**src/rtl/tlb_unit_if.sv**
```systemverilog
// ---------------------------------------------------------------------------
// tlb_unit_if : CP0 / memory-path bundle for tlb_unit.
//   command side  : cpu_pause_i, tlb_cmd_valid_i, tlb_cmd_i, tlb_busy_o, tlb_done_o
//   CP0 operands  : cp0_entryhi_i, cp0_entrylo0_i, cp0_entrylo1_i,
//                   cp0_index_i, cp0_random_i
//   TLBR / TLBP   : tlb_entry*_o, tlb_entry*_data_valid_o,
//                   tlb_entryhi_match_index_o, tlb_entryhi_hit_o
//   translation   : vaddr_i, vaddr_valid_i, vaddr_write_i, paddr_o,
//                   paddr_valid_o, exception_tlb_*_o, bad_vaddr_o
// Optional feature macro: TLB_FLUSH_EN adds tlb_flush_i.
// master = CP0 / pipeline side, slave = TLB side.
// ---------------------------------------------------------------------------
interface tlb_unit_if;
`ifdef TLB_FLUSH_EN
  logic        tlb_flush_i;
`endif
  logic        cpu_pause_i;
  logic        tlb_cmd_valid_i;
  logic [1:0]  tlb_cmd_i;
  logic        tlb_busy_o;
  logic        tlb_done_o;
  logic [31:0] cp0_entryhi_i;
  logic [31:0] cp0_entrylo0_i;
  logic [31:0] cp0_entrylo1_i;
  logic [31:0] cp0_index_i;
  logic [31:0] cp0_random_i;
  logic [31:0] tlb_entryhi_o;
  logic [31:0] tlb_entrylo0_o;
  logic [31:0] tlb_entrylo1_o;
  logic        tlb_entryhi_data_valid_o;
  logic        tlb_entrylo0_data_valid_o;
  logic        tlb_entrylo1_data_valid_o;
  logic [3:0]  tlb_entryhi_match_index_o;
  logic        tlb_entryhi_hit_o;
  logic [31:0] vaddr_i;
  logic        vaddr_valid_i;
  logic        vaddr_write_i;
  logic [31:0] paddr_o;
  logic        paddr_valid_o;
  logic        exception_tlb_refill_o;
  logic        exception_tlb_invalid_o;
  logic        exception_tlb_mod_o;
  logic        exception_tlb_rw_o;
  logic [31:0] bad_vaddr_o;

  modport master (
`ifdef TLB_FLUSH_EN
    output tlb_flush_i,
`endif
    output cpu_pause_i, tlb_cmd_valid_i, tlb_cmd_i,
    output cp0_entryhi_i, cp0_entrylo0_i, cp0_entrylo1_i, cp0_index_i, cp0_random_i,
    output vaddr_i, vaddr_valid_i, vaddr_write_i,
    input  tlb_busy_o, tlb_done_o,
    input  tlb_entryhi_o, tlb_entrylo0_o, tlb_entrylo1_o,
    input  tlb_entryhi_data_valid_o, tlb_entrylo0_data_valid_o, tlb_entrylo1_data_valid_o,
    input  tlb_entryhi_match_index_o, tlb_entryhi_hit_o,
    input  paddr_o, paddr_valid_o,
    input  exception_tlb_refill_o, exception_tlb_invalid_o, exception_tlb_mod_o,
    input  exception_tlb_rw_o, bad_vaddr_o
  );

  modport slave (
`ifdef TLB_FLUSH_EN
    input  tlb_flush_i,
`endif
    input  cpu_pause_i, tlb_cmd_valid_i, tlb_cmd_i,
    input  cp0_entryhi_i, cp0_entrylo0_i, cp0_entrylo1_i, cp0_index_i, cp0_random_i,
    input  vaddr_i, vaddr_valid_i, vaddr_write_i,
    output tlb_busy_o, tlb_done_o,
    output tlb_entryhi_o, tlb_entrylo0_o, tlb_entrylo1_o,
    output tlb_entryhi_data_valid_o, tlb_entrylo0_data_valid_o, tlb_entrylo1_data_valid_o,
    output tlb_entryhi_match_index_o, tlb_entryhi_hit_o,
    output paddr_o, paddr_valid_o,
    output exception_tlb_refill_o, exception_tlb_invalid_o, exception_tlb_mod_o,
    output exception_tlb_rw_o, bad_vaddr_o
  );
endinterface

```
**src/rtl/tlb_unit.sv**
```systemverilog
// ---------------------------------------------------------------------------
// tlb_unit : 16-entry fully associative joint TLB, even/odd 4 KB page pairs.
// Executes TLBR / TLBWI / TLBWR / TLBP for CP0 and translates data-side
// virtual addresses with one cycle of registered latency.
// Ports:
//   clk   - system clock
//   reset - asynchronous active-high reset
//   bus   - tlb_unit_if.slave (command, CP0 operands, read/probe results,
//           translation request and result/exception flags)
// Optional feature macro: TLB_FLUSH_EN (tlb_flush_i clears all V bits).
// ---------------------------------------------------------------------------
module tlb_unit #(
  parameter int unsigned ENTRIES     = 16,
  parameter int unsigned PROBE_START = 0
) (
  input  logic       clk,
  input  logic       reset,
  tlb_unit_if.slave  bus
);

  localparam int unsigned IDX_W   = 4;
  localparam logic [IDX_W-1:0] PTR_FIRST = IDX_W'(PROBE_START);
  localparam logic [IDX_W-1:0] PTR_LAST  = IDX_W'(ENTRIES - 1);

  localparam logic [1:0] CMD_TLBR  = 2'b00;
  localparam logic [1:0] CMD_TLBWI = 2'b01;
  localparam logic [1:0] CMD_TLBWR = 2'b10;
  localparam logic [1:0] CMD_TLBP  = 2'b11;

  typedef struct packed {
    logic [19:0] pfn;
    logic [2:0]  c;
    logic        d;
    logic        v;
  } page_t;

  typedef struct packed {
    logic [18:0] vpn2;
    logic [7:0]  asid;
    logic        g;
    page_t       p0;
    page_t       p1;
  } entry_t;

  typedef enum logic [1:0] {S_IDLE, S_READ, S_WRITE, S_PROBE} state_t;

  // Entry comparison shared by TLBP and the translation path.
  function automatic logic entry_match(entry_t e, logic [18:0] vpn2, logic [7:0] asid);
    return (e.vpn2 == vpn2) && (e.g || (e.asid == asid));
  endfunction

  entry_t tlb_q [ENTRIES];

  state_t           state_q, state_d;
  logic [IDX_W-1:0] idx_q, idx_d;
  logic [IDX_W-1:0] ptr_q, ptr_d;
  logic [18:0]      vpn2_q, vpn2_d;
  logic [7:0]       asid_q, asid_d;
  logic [25:0]      lo0_q, lo0_d;
  logic [25:0]      lo1_q, lo1_d;

  logic             busy_q, busy_d;
  logic             done_q, done_d;
  logic             rd_valid_q, rd_valid_d;
  logic [31:0]      rd_hi_q, rd_hi_d;
  logic [31:0]      rd_lo0_q, rd_lo0_d;
  logic [31:0]      rd_lo1_q, rd_lo1_d;
  logic [IDX_W-1:0] match_idx_q, match_idx_d;
  logic             hit_q, hit_d;

  logic             arr_we_c;
  logic             flush_c;
  logic             probe_match_c;
  entry_t           wr_entry_c;
  entry_t           rd_entry_c;
  logic             pause_c;

  assign pause_c       = bus.cpu_pause_i;
  assign probe_match_c = entry_match(tlb_q[ptr_q], vpn2_q, asid_q);
  assign rd_entry_c    = tlb_q[idx_q];

  // Entry image built from the captured CP0 operands; G needs both halves global.
  always_comb begin
    wr_entry_c.vpn2 = vpn2_q;
    wr_entry_c.asid = asid_q;
    wr_entry_c.g    = lo0_q[0] & lo1_q[0];
    wr_entry_c.p0   = '{pfn: lo0_q[25:6], c: lo0_q[5:3], d: lo0_q[2], v: lo0_q[1]};
    wr_entry_c.p1   = '{pfn: lo1_q[25:6], c: lo1_q[5:3], d: lo1_q[2], v: lo1_q[1]};
  end

  // FSM state register.
  always_ff @(posedge clk or posedge reset) begin
    if (reset) begin
      state_q <= S_IDLE;
    end else if (!pause_c) begin
      state_q <= state_d;
    end
  end

  // FSM next-state logic.
  always_comb begin
    state_d = state_q;
    if (!pause_c) begin
      unique case (state_q)
        S_IDLE: begin
          if (bus.tlb_cmd_valid_i) begin
            unique case (bus.tlb_cmd_i)
              CMD_TLBR:  state_d = S_READ;
              CMD_TLBWI: state_d = S_WRITE;
              CMD_TLBWR: state_d = S_WRITE;
              CMD_TLBP:  state_d = S_PROBE;
              default:   state_d = S_IDLE;
            endcase
          end
        end
        S_READ, S_WRITE: state_d = S_IDLE;
        S_PROBE: begin
          if (probe_match_c || (ptr_q == PTR_LAST)) begin
            state_d = S_IDLE;
          end
        end
        default: state_d = S_IDLE;
      endcase
    end
  end

  // FSM output / datapath next values.
  always_comb begin
    idx_d       = idx_q;
    ptr_d       = ptr_q;
    vpn2_d      = vpn2_q;
    asid_d      = asid_q;
    lo0_d       = lo0_q;
    lo1_d       = lo1_q;
    busy_d      = busy_q;
    done_d      = done_q;
    rd_valid_d  = rd_valid_q;
    rd_hi_d     = rd_hi_q;
    rd_lo0_d    = rd_lo0_q;
    rd_lo1_d    = rd_lo1_q;
    match_idx_d = match_idx_q;
    hit_d       = hit_q;
    arr_we_c    = 1'b0;
    flush_c     = 1'b0;
    if (!pause_c) begin
      done_d     = 1'b0;
      rd_valid_d = 1'b0;
      unique case (state_q)
        S_IDLE: begin
          if (bus.tlb_cmd_valid_i) begin
            idx_d  = (bus.tlb_cmd_i == CMD_TLBWR) ? bus.cp0_random_i[IDX_W-1:0]
                                                   : bus.cp0_index_i[IDX_W-1:0];
            ptr_d  = PTR_FIRST;
            vpn2_d = bus.cp0_entryhi_i[31:13];
            asid_d = bus.cp0_entryhi_i[7:0];
            lo0_d  = bus.cp0_entrylo0_i[25:0];
            lo1_d  = bus.cp0_entrylo1_i[25:0];
          end
`ifdef TLB_FLUSH_EN
          else if (bus.tlb_flush_i) begin
            flush_c = 1'b1;
            done_d  = 1'b1;
          end
`endif
        end
        S_READ: begin
          rd_hi_d    = {rd_entry_c.vpn2, 5'b0, rd_entry_c.asid};
          rd_lo0_d   = {6'b0, rd_entry_c.p0.pfn, rd_entry_c.p0.c, rd_entry_c.p0.d,
                        rd_entry_c.p0.v, rd_entry_c.g};
          rd_lo1_d   = {6'b0, rd_entry_c.p1.pfn, rd_entry_c.p1.c, rd_entry_c.p1.d,
                        rd_entry_c.p1.v, rd_entry_c.g};
          rd_valid_d = 1'b1;
          done_d     = 1'b1;
        end
        S_WRITE: begin
          arr_we_c = 1'b1;
          done_d   = 1'b1;
        end
        S_PROBE: begin
          if (probe_match_c) begin
            match_idx_d = ptr_q;
            hit_d       = 1'b1;
            done_d      = 1'b1;
          end else if (ptr_q == PTR_LAST) begin
            hit_d  = 1'b0;
            done_d = 1'b1;
          end else begin
            ptr_d = ptr_q + IDX_W'(1);
          end
        end
        default: ;
      endcase
      busy_d = (state_d != S_IDLE);
    end
  end

  // Command datapath and result registers.
  always_ff @(posedge clk or posedge reset) begin
    if (reset) begin
      idx_q       <= '0;
      ptr_q       <= '0;
      vpn2_q      <= '0;
      asid_q      <= '0;
      lo0_q       <= '0;
      lo1_q       <= '0;
      busy_q      <= 1'b0;
      done_q      <= 1'b0;
      rd_valid_q  <= 1'b0;
      rd_hi_q     <= '0;
      rd_lo0_q    <= '0;
      rd_lo1_q    <= '0;
      match_idx_q <= '0;
      hit_q       <= 1'b0;
    end else begin
      idx_q       <= idx_d;
      ptr_q       <= ptr_d;
      vpn2_q      <= vpn2_d;
      asid_q      <= asid_d;
      lo0_q       <= lo0_d;
      lo1_q       <= lo1_d;
      busy_q      <= busy_d;
      done_q      <= done_d;
      rd_valid_q  <= rd_valid_d;
      rd_hi_q     <= rd_hi_d;
      rd_lo0_q    <= rd_lo0_d;
      rd_lo1_q    <= rd_lo1_d;
      match_idx_q <= match_idx_d;
      hit_q       <= hit_d;
    end
  end

  // Entry array; write strobes are already gated by pause.
  always_ff @(posedge clk or posedge reset) begin
    if (reset) begin
      for (int i = 0; i < int'(ENTRIES); i++) begin
        tlb_q[i] <= '0;
      end
    end else begin
      if (arr_we_c) begin
        tlb_q[idx_q] <= wr_entry_c;
      end
      if (flush_c) begin
        for (int i = 0; i < int'(ENTRIES); i++) begin
          tlb_q[i].p0.v <= 1'b0;
          tlb_q[i].p1.v <= 1'b0;
        end
      end
    end
  end

  // Translation: parallel match, lowest index wins, live ASID from CP0.
  logic             xl_hit_c;
  logic [IDX_W-1:0] xl_idx_c;
  logic [19:0]      xl_pfn_c;
  logic             xl_v_c;
  logic             xl_d_c;
  logic             xl_unmapped_c;

  always_comb begin
    xl_hit_c = 1'b0;
    xl_idx_c = '0;
    for (int i = int'(ENTRIES) - 1; i >= 0; i--) begin
      if (entry_match(tlb_q[i], bus.vaddr_i[31:13], bus.cp0_entryhi_i[7:0])) begin
        xl_hit_c = 1'b1;
        xl_idx_c = IDX_W'(i);
      end
    end
    xl_pfn_c      = bus.vaddr_i[12] ? tlb_q[xl_idx_c].p1.pfn : tlb_q[xl_idx_c].p0.pfn;
    xl_v_c        = bus.vaddr_i[12] ? tlb_q[xl_idx_c].p1.v   : tlb_q[xl_idx_c].p0.v;
    xl_d_c        = bus.vaddr_i[12] ? tlb_q[xl_idx_c].p1.d   : tlb_q[xl_idx_c].p0.d;
    xl_unmapped_c = (bus.vaddr_i[31:30] == 2'b10);
  end

  logic [31:0] paddr_q, paddr_d;
  logic        pvalid_q, pvalid_d;
  logic        refill_q, refill_d;
  logic        inval_q, inval_d;
  logic        mod_q, mod_d;
  logic        rw_q, rw_d;
  logic [31:0] bad_q, bad_d;

  // Translation result next values; refill > invalid > mod.
  always_comb begin
    paddr_d  = paddr_q;
    bad_d    = bad_q;
    rw_d     = rw_q;
    pvalid_d = 1'b0;
    refill_d = 1'b0;
    inval_d  = 1'b0;
    mod_d    = 1'b0;
    if (bus.vaddr_valid_i) begin
      bad_d = bus.vaddr_i;
      rw_d  = bus.vaddr_write_i;
      if (xl_unmapped_c) begin
        paddr_d  = {3'b0, bus.vaddr_i[28:0]};
        pvalid_d = 1'b1;
      end else begin
        paddr_d = {xl_pfn_c, bus.vaddr_i[11:0]};
        if (!xl_hit_c) begin
          refill_d = 1'b1;
        end else if (!xl_v_c) begin
          inval_d = 1'b1;
        end else if (bus.vaddr_write_i && !xl_d_c) begin
          mod_d = 1'b1;
        end else begin
          pvalid_d = 1'b1;
        end
      end
    end
  end

  always_ff @(posedge clk or posedge reset) begin
    if (reset) begin
      paddr_q  <= '0;
      pvalid_q <= 1'b0;
      refill_q <= 1'b0;
      inval_q  <= 1'b0;
      mod_q    <= 1'b0;
      rw_q     <= 1'b0;
      bad_q    <= '0;
    end else if (!pause_c) begin
      paddr_q  <= paddr_d;
      pvalid_q <= pvalid_d;
      refill_q <= refill_d;
      inval_q  <= inval_d;
      mod_q    <= mod_d;
      rw_q     <= rw_d;
      bad_q    <= bad_d;
    end
  end

  // Operand bits outside the architected fields are ignored.
  logic unused_bits_c;
  assign unused_bits_c = ^{bus.cp0_index_i[31:IDX_W], bus.cp0_random_i[31:IDX_W],
                           bus.cp0_entryhi_i[12:8], bus.cp0_entrylo0_i[31:26],
                           bus.cp0_entrylo1_i[31:26]};

  assign bus.tlb_busy_o                = busy_q;
  assign bus.tlb_done_o                = done_q;
  assign bus.tlb_entryhi_o             = rd_hi_q;
  assign bus.tlb_entrylo0_o            = rd_lo0_q;
  assign bus.tlb_entrylo1_o            = rd_lo1_q;
  assign bus.tlb_entryhi_data_valid_o  = rd_valid_q;
  assign bus.tlb_entrylo0_data_valid_o = rd_valid_q;
  assign bus.tlb_entrylo1_data_valid_o = rd_valid_q;
  assign bus.tlb_entryhi_match_index_o = match_idx_q;
  assign bus.tlb_entryhi_hit_o         = hit_q;
  assign bus.paddr_o                   = paddr_q;
  assign bus.paddr_valid_o             = pvalid_q;
  assign bus.exception_tlb_refill_o    = refill_q;
  assign bus.exception_tlb_invalid_o   = inval_q;
  assign bus.exception_tlb_mod_o       = mod_q;
  assign bus.exception_tlb_rw_o        = rw_q;
  assign bus.bad_vaddr_o               = bad_q;

endmodule

```
**src/flat_wrapper.sv**
```systemverilog
// flat-port wrapper written by rule: the top's interface ports become plain ports
module tlb_unit_flat 
#(
  parameter int unsigned ENTRIES     = 16,
  parameter int unsigned PROBE_START = 0
)
  (clk, reset, bus_cpu_pause_i, bus_tlb_cmd_valid_i, bus_tlb_cmd_i, bus_cp0_entryhi_i, bus_cp0_entrylo0_i, bus_cp0_entrylo1_i, bus_cp0_index_i, bus_cp0_random_i, bus_vaddr_i, bus_vaddr_valid_i, bus_vaddr_write_i, bus_tlb_busy_o, bus_tlb_done_o, bus_tlb_entryhi_o, bus_tlb_entrylo0_o, bus_tlb_entrylo1_o, bus_tlb_entryhi_data_valid_o, bus_tlb_entrylo0_data_valid_o, bus_tlb_entrylo1_data_valid_o, bus_tlb_entryhi_match_index_o, bus_tlb_entryhi_hit_o, bus_paddr_o, bus_paddr_valid_o, bus_exception_tlb_refill_o, bus_exception_tlb_invalid_o, bus_exception_tlb_mod_o, bus_exception_tlb_rw_o, bus_bad_vaddr_o);
  tlb_unit_if bus_i ();
  input  logic clk;
  input  logic reset;
  input wire logic [$bits(bus_i.cpu_pause_i)-1:0] bus_cpu_pause_i;
  input wire logic [$bits(bus_i.tlb_cmd_valid_i)-1:0] bus_tlb_cmd_valid_i;
  input wire logic [$bits(bus_i.tlb_cmd_i)-1:0] bus_tlb_cmd_i;
  input wire logic [$bits(bus_i.cp0_entryhi_i)-1:0] bus_cp0_entryhi_i;
  input wire logic [$bits(bus_i.cp0_entrylo0_i)-1:0] bus_cp0_entrylo0_i;
  input wire logic [$bits(bus_i.cp0_entrylo1_i)-1:0] bus_cp0_entrylo1_i;
  input wire logic [$bits(bus_i.cp0_index_i)-1:0] bus_cp0_index_i;
  input wire logic [$bits(bus_i.cp0_random_i)-1:0] bus_cp0_random_i;
  input wire logic [$bits(bus_i.vaddr_i)-1:0] bus_vaddr_i;
  input wire logic [$bits(bus_i.vaddr_valid_i)-1:0] bus_vaddr_valid_i;
  input wire logic [$bits(bus_i.vaddr_write_i)-1:0] bus_vaddr_write_i;
  output wire logic [$bits(bus_i.tlb_busy_o)-1:0] bus_tlb_busy_o;
  output wire logic [$bits(bus_i.tlb_done_o)-1:0] bus_tlb_done_o;
  output wire logic [$bits(bus_i.tlb_entryhi_o)-1:0] bus_tlb_entryhi_o;
  output wire logic [$bits(bus_i.tlb_entrylo0_o)-1:0] bus_tlb_entrylo0_o;
  output wire logic [$bits(bus_i.tlb_entrylo1_o)-1:0] bus_tlb_entrylo1_o;
  output wire logic [$bits(bus_i.tlb_entryhi_data_valid_o)-1:0] bus_tlb_entryhi_data_valid_o;
  output wire logic [$bits(bus_i.tlb_entrylo0_data_valid_o)-1:0] bus_tlb_entrylo0_data_valid_o;
  output wire logic [$bits(bus_i.tlb_entrylo1_data_valid_o)-1:0] bus_tlb_entrylo1_data_valid_o;
  output wire logic [$bits(bus_i.tlb_entryhi_match_index_o)-1:0] bus_tlb_entryhi_match_index_o;
  output wire logic [$bits(bus_i.tlb_entryhi_hit_o)-1:0] bus_tlb_entryhi_hit_o;
  output wire logic [$bits(bus_i.paddr_o)-1:0] bus_paddr_o;
  output wire logic [$bits(bus_i.paddr_valid_o)-1:0] bus_paddr_valid_o;
  output wire logic [$bits(bus_i.exception_tlb_refill_o)-1:0] bus_exception_tlb_refill_o;
  output wire logic [$bits(bus_i.exception_tlb_invalid_o)-1:0] bus_exception_tlb_invalid_o;
  output wire logic [$bits(bus_i.exception_tlb_mod_o)-1:0] bus_exception_tlb_mod_o;
  output wire logic [$bits(bus_i.exception_tlb_rw_o)-1:0] bus_exception_tlb_rw_o;
  output wire logic [$bits(bus_i.bad_vaddr_o)-1:0] bus_bad_vaddr_o;
  assign bus_i.cpu_pause_i = bus_cpu_pause_i;
  assign bus_i.tlb_cmd_valid_i = bus_tlb_cmd_valid_i;
  assign bus_i.tlb_cmd_i = bus_tlb_cmd_i;
  assign bus_i.cp0_entryhi_i = bus_cp0_entryhi_i;
  assign bus_i.cp0_entrylo0_i = bus_cp0_entrylo0_i;
  assign bus_i.cp0_entrylo1_i = bus_cp0_entrylo1_i;
  assign bus_i.cp0_index_i = bus_cp0_index_i;
  assign bus_i.cp0_random_i = bus_cp0_random_i;
  assign bus_i.vaddr_i = bus_vaddr_i;
  assign bus_i.vaddr_valid_i = bus_vaddr_valid_i;
  assign bus_i.vaddr_write_i = bus_vaddr_write_i;
  assign bus_tlb_busy_o = bus_i.tlb_busy_o;
  assign bus_tlb_done_o = bus_i.tlb_done_o;
  assign bus_tlb_entryhi_o = bus_i.tlb_entryhi_o;
  assign bus_tlb_entrylo0_o = bus_i.tlb_entrylo0_o;
  assign bus_tlb_entrylo1_o = bus_i.tlb_entrylo1_o;
  assign bus_tlb_entryhi_data_valid_o = bus_i.tlb_entryhi_data_valid_o;
  assign bus_tlb_entrylo0_data_valid_o = bus_i.tlb_entrylo0_data_valid_o;
  assign bus_tlb_entrylo1_data_valid_o = bus_i.tlb_entrylo1_data_valid_o;
  assign bus_tlb_entryhi_match_index_o = bus_i.tlb_entryhi_match_index_o;
  assign bus_tlb_entryhi_hit_o = bus_i.tlb_entryhi_hit_o;
  assign bus_paddr_o = bus_i.paddr_o;
  assign bus_paddr_valid_o = bus_i.paddr_valid_o;
  assign bus_exception_tlb_refill_o = bus_i.exception_tlb_refill_o;
  assign bus_exception_tlb_invalid_o = bus_i.exception_tlb_invalid_o;
  assign bus_exception_tlb_mod_o = bus_i.exception_tlb_mod_o;
  assign bus_exception_tlb_rw_o = bus_i.exception_tlb_rw_o;
  assign bus_bad_vaddr_o = bus_i.bad_vaddr_o;
  tlb_unit #(.ENTRIES(ENTRIES), .PROBE_START(PROBE_START)) u_core (.clk(clk), .reset(reset), .bus(bus_i));
endmodule
```
**config.mk**
```make
export PLATFORM = sky130hd
export DESIGN_NAME = tlb_unit_flat
export DESIGN_NICKNAME = d
export VERILOG_FILES = /design/src/rtl/tlb_unit_if.sv /design/src/rtl/tlb_unit.sv /design/src/flat_wrapper.sv
export SDC_FILE = /design/constraint.sdc
export NUM_CORES = 2
export LEC_CHECK = 0
export ABC_AREA = 1
export CORE_AREA = 3 3 424 426
export DETAILED_ROUTE_END_ITERATION = 7
export DIE_AREA = 0 0 427 429
export SETUP_SLACK_MARGIN = 0.5
export SLEW_MARGIN = 0
export SYNTH_ARGS = -nofsm -noshare
export SYNTH_HDL_FRONTEND = slang
export SYNTH_SLANG_ARGS = --single-unit
```
**constraint.sdc**
```tcl
create_clock -name clk -period 127.8 [get_ports clk]
set_clock_uncertainty 0.2 [all_clocks]
set_input_delay 12.78 -clock clk [delete_from_list [all_inputs] [get_ports clk]]
set_output_delay 12.78 -clock clk [all_outputs]
set_load 0.1 [all_outputs]
```
==> reports/results.ini <==
[detailed_routing]
wirelength_um = 328500
num_vias = 76787
avgRoutedWirePerCell_um = 26.73
drcViolationCount = 0
dr.pass1.iters = 7
via_per_inst = 6.247
postRouteAntennaNets = 0
drt_iter0_markers = 11262

[synth]
synth_area_mm2 = 0.07917
ys.flop_type = dfrtp_1
synthTopCellsByArea = dfrtp_1 (47%), nand2_1 (12%), o21ai_0 (11%)
yosysSeqAreaShare_pct = 46.78
netlist_top_cells_count = nand2_1 (2610), o21ai_0 (1808), dfrtp_1 (1480)
ys_warn_count = 0
async_reset_ff_share_pct = 100.0
syn_inst = 10139
synth_cell_type_count = 57
synth-edff-count = 0
ys_ff_latch = 1480
synth_top_area_share_pct = 46.78
yosysTopAreaCell = dfrtp_1
synth_most_common_cell = nand2_1
synth_area_per_cell_um2 = 7.809

[sta]
rsz0062_at_grt = no
whs_ns = 0.2775
fmax_mhz = 49.92
fin_crit_ns = 20.03
fin_crit_sh_pct = 15.68
slew_headroom_pct = 18.30
hold_viol = 0
worst_pin_slew_ns = 1.208
tns_ns = 0
setup_violations = 0
slew_violations = 0

[setup_path]
r2r-start = u_core.tlb_q[1008]
worstPathRequired_ns = 128.34
startpoint_type = input pin
critPathSlowestCell = clkdlybuf4s50_1
cp_common_cell = nand2_1
slowest_delay_ns = 1.21
rr_endpoint = u_core.bus.paddr_o[19]
arrival_ns = 20.57
reg2reg_slack_ns = 120.46
critPathKind = in -> reg
path_max_fanout = 116
worst_r2r_path_depth = 19
crit_path_end_kind = register

[worst_hold_path]
hp-class = reg -> reg
hold_depth = 2
holdPathEnd = u_core.lo1_q[0]
hold_path_startpoint = u_core.lo1_q[0]

[cts]
postCtsResizedCells = 0
insertion_delay_ns = 0.84
cts_tree = yes
cts.clk_slew.worst_paths_ns = 0.06
cts_hold_buf = 0
h-tree-depth = 4
cts_buffer_depth = 3
cts-root-buf = clkbuf_16
cts.sinks = 1480
cts-buffers-inserted = 167
cts_setup_buffers = 0

[global_routing]
track_usage_pct = 35.02
grt_antenna_before_repair = 6
grt_max_degree = 152
first_global_vias = 72295
grt_pass1_wl_um = 483400
overflow = 0

[placed_design]
hpwl_um = 189700
gp_congestion = 1.008
dpl.cell_count = 11998
port_buffers = 284

[final_layout]
drive_above_1_share_pct = 5.056
layout.nets = 10034
stdcell_count = 12292
synthToLayoutAreaGrowth_pct = 10.74
fin_util_pct = 49.79

[power_and_ir_drop]
p_leak_nw = 37.07
power_mw = 2.224
power_per_cell_area_mw_per_mm2 = 25.36
peakVddDrop_mv = 0.01724

[outcome]
status = complete, no violations

[floorplanning]
dieArea_mm2 = 0.1832
chipWidth_um = 427
row_count = 154
core-area_mm2 = 0.1761
io_pins = 375
fp.dieH_um = 429
initial_utilization_pct = 44.96

[job]
drv_cap = 0

==> per-stage QoR <==
step | area (um2) | worst slack (ns)
after floorplan | 79230 | 73.07
after global placement | 82390 | 107.23
after detailed placement | 82390 | 107.24
after CTS | 87670 | 108.09
after global routing | 87670 | 107.60
final | 87680 | 107.77
==> sequential cells by signal, indices dropped and copies added, names as in the netlist, 4 cells and up <==
| signal | cells |
|---|---|
| u_core.ptr_q | 4 |
| u_core.tlb_q | 1248 |
| u_core.bus.tlb_entryhi_o | 27 |
| u_core.asid_q | 8 |
| u_core.bus.tlb_entrylo0_o | 26 |
| u_core.lo1_q | 26 |
| u_core.bus.tlb_entrylo1_o | 25 |
| u_core.bus.tlb_entryhi_match_index_o | 4 |
| u_core.bus.bad_vaddr_o | 32 |
| u_core.vpn2_q | 19 |
| u_core.lo0_q | 26 |
| u_core.idx_q | 4 |
| u_core.bus.paddr_o | 20 |
==> worst max-delay path: cells and delay by family <==
kind                   cells  cell delay (ns)
buffers and inverters      4             3.19
AOI/OAI and AO/OA          3             0.37
and+or+nand+nor           25             4.09
==> kinds of logic after synthesis <==
group           after synthesis  synth area share [%]
simple gates               3719                 19.23
compound gates             3150                 23.01
buf+inv                    1527                 8.049
flops                      1480                 46.78
xor+xnor                    255                 2.821
fa+ha+maj                     7                0.1106
other cells                   1              0.004736
==> cell type report <==
cell class / instances / area [um2]
clock buffer: 252 / 4852
tap: 2340 / 2928
antenna: 4 / 10.01
timing repair buffer: 430 / 4049
multi-input combinational: 7148 / 36070
sequential: 1480 / 37050
clock inverter: 38 / 424.2
fill: 17121 / 88430
inverter: 600 / 2297
==> how the worst max path moves through the flow <==
stage / start / to / slack [ns] / cells after the start
global placement: bus_vaddr_i[29] / u_core.bus.paddr_o[19] / 107.23 / 32
finish: bus_vaddr_i[29] / u_core.bus.paddr_o[19] / 107.77 / 32
detailed placement: bus_vaddr_i[31] / u_core.bus.paddr_o[12] / 107.24 / 18
floorplan: reset / u_core.asid_q[0] / 73.07 / 1
CTS: bus_vaddr_i[31] / u_core.bus.paddr_o[12] / 108.09 / 18
global route: bus_vaddr_i[29] / u_core.bus.paddr_o[19] / 107.60 / 32
==> power by group <==
part | internal, mW | switching [mW] | leakage, nW
registers | 0.658 | 0.176 | 19.6
clock network | 0.268 | 0.207 | 2.59
logic | 0.256 | 0.658 | 14.9
total | 1.18 | 1.04 | 37.1
==> routing by layer <==
layer / track usage [%] / part of all wire, %
met5: 0 / 0.014
met4: 22.29 / 7.3
met1: 46.55 / 39
met3: 6.833 / 10
met2: 52.29 / 44
==> cells in the final DEF, fill, tap and decap left out, types with 126 or more instances in the layout <==
cell type        synthesis  layout
clkdlybuf4s50_1          0     283
o21ai_0               1808    1808
o221ai_1               126     126
nor2_1                 262     255
xor2_1                 194     194
a22oi_1                312     312
nand3_1                681     681
dfrtp_1               1480    1475
inv_1                  563     561
buf_4                   66     138
o211ai_1               190     190
nand2_1               2610    2589
a21oi_1                423     423
clkbuf_16                0     170
(Power assumes the default switching activity.)
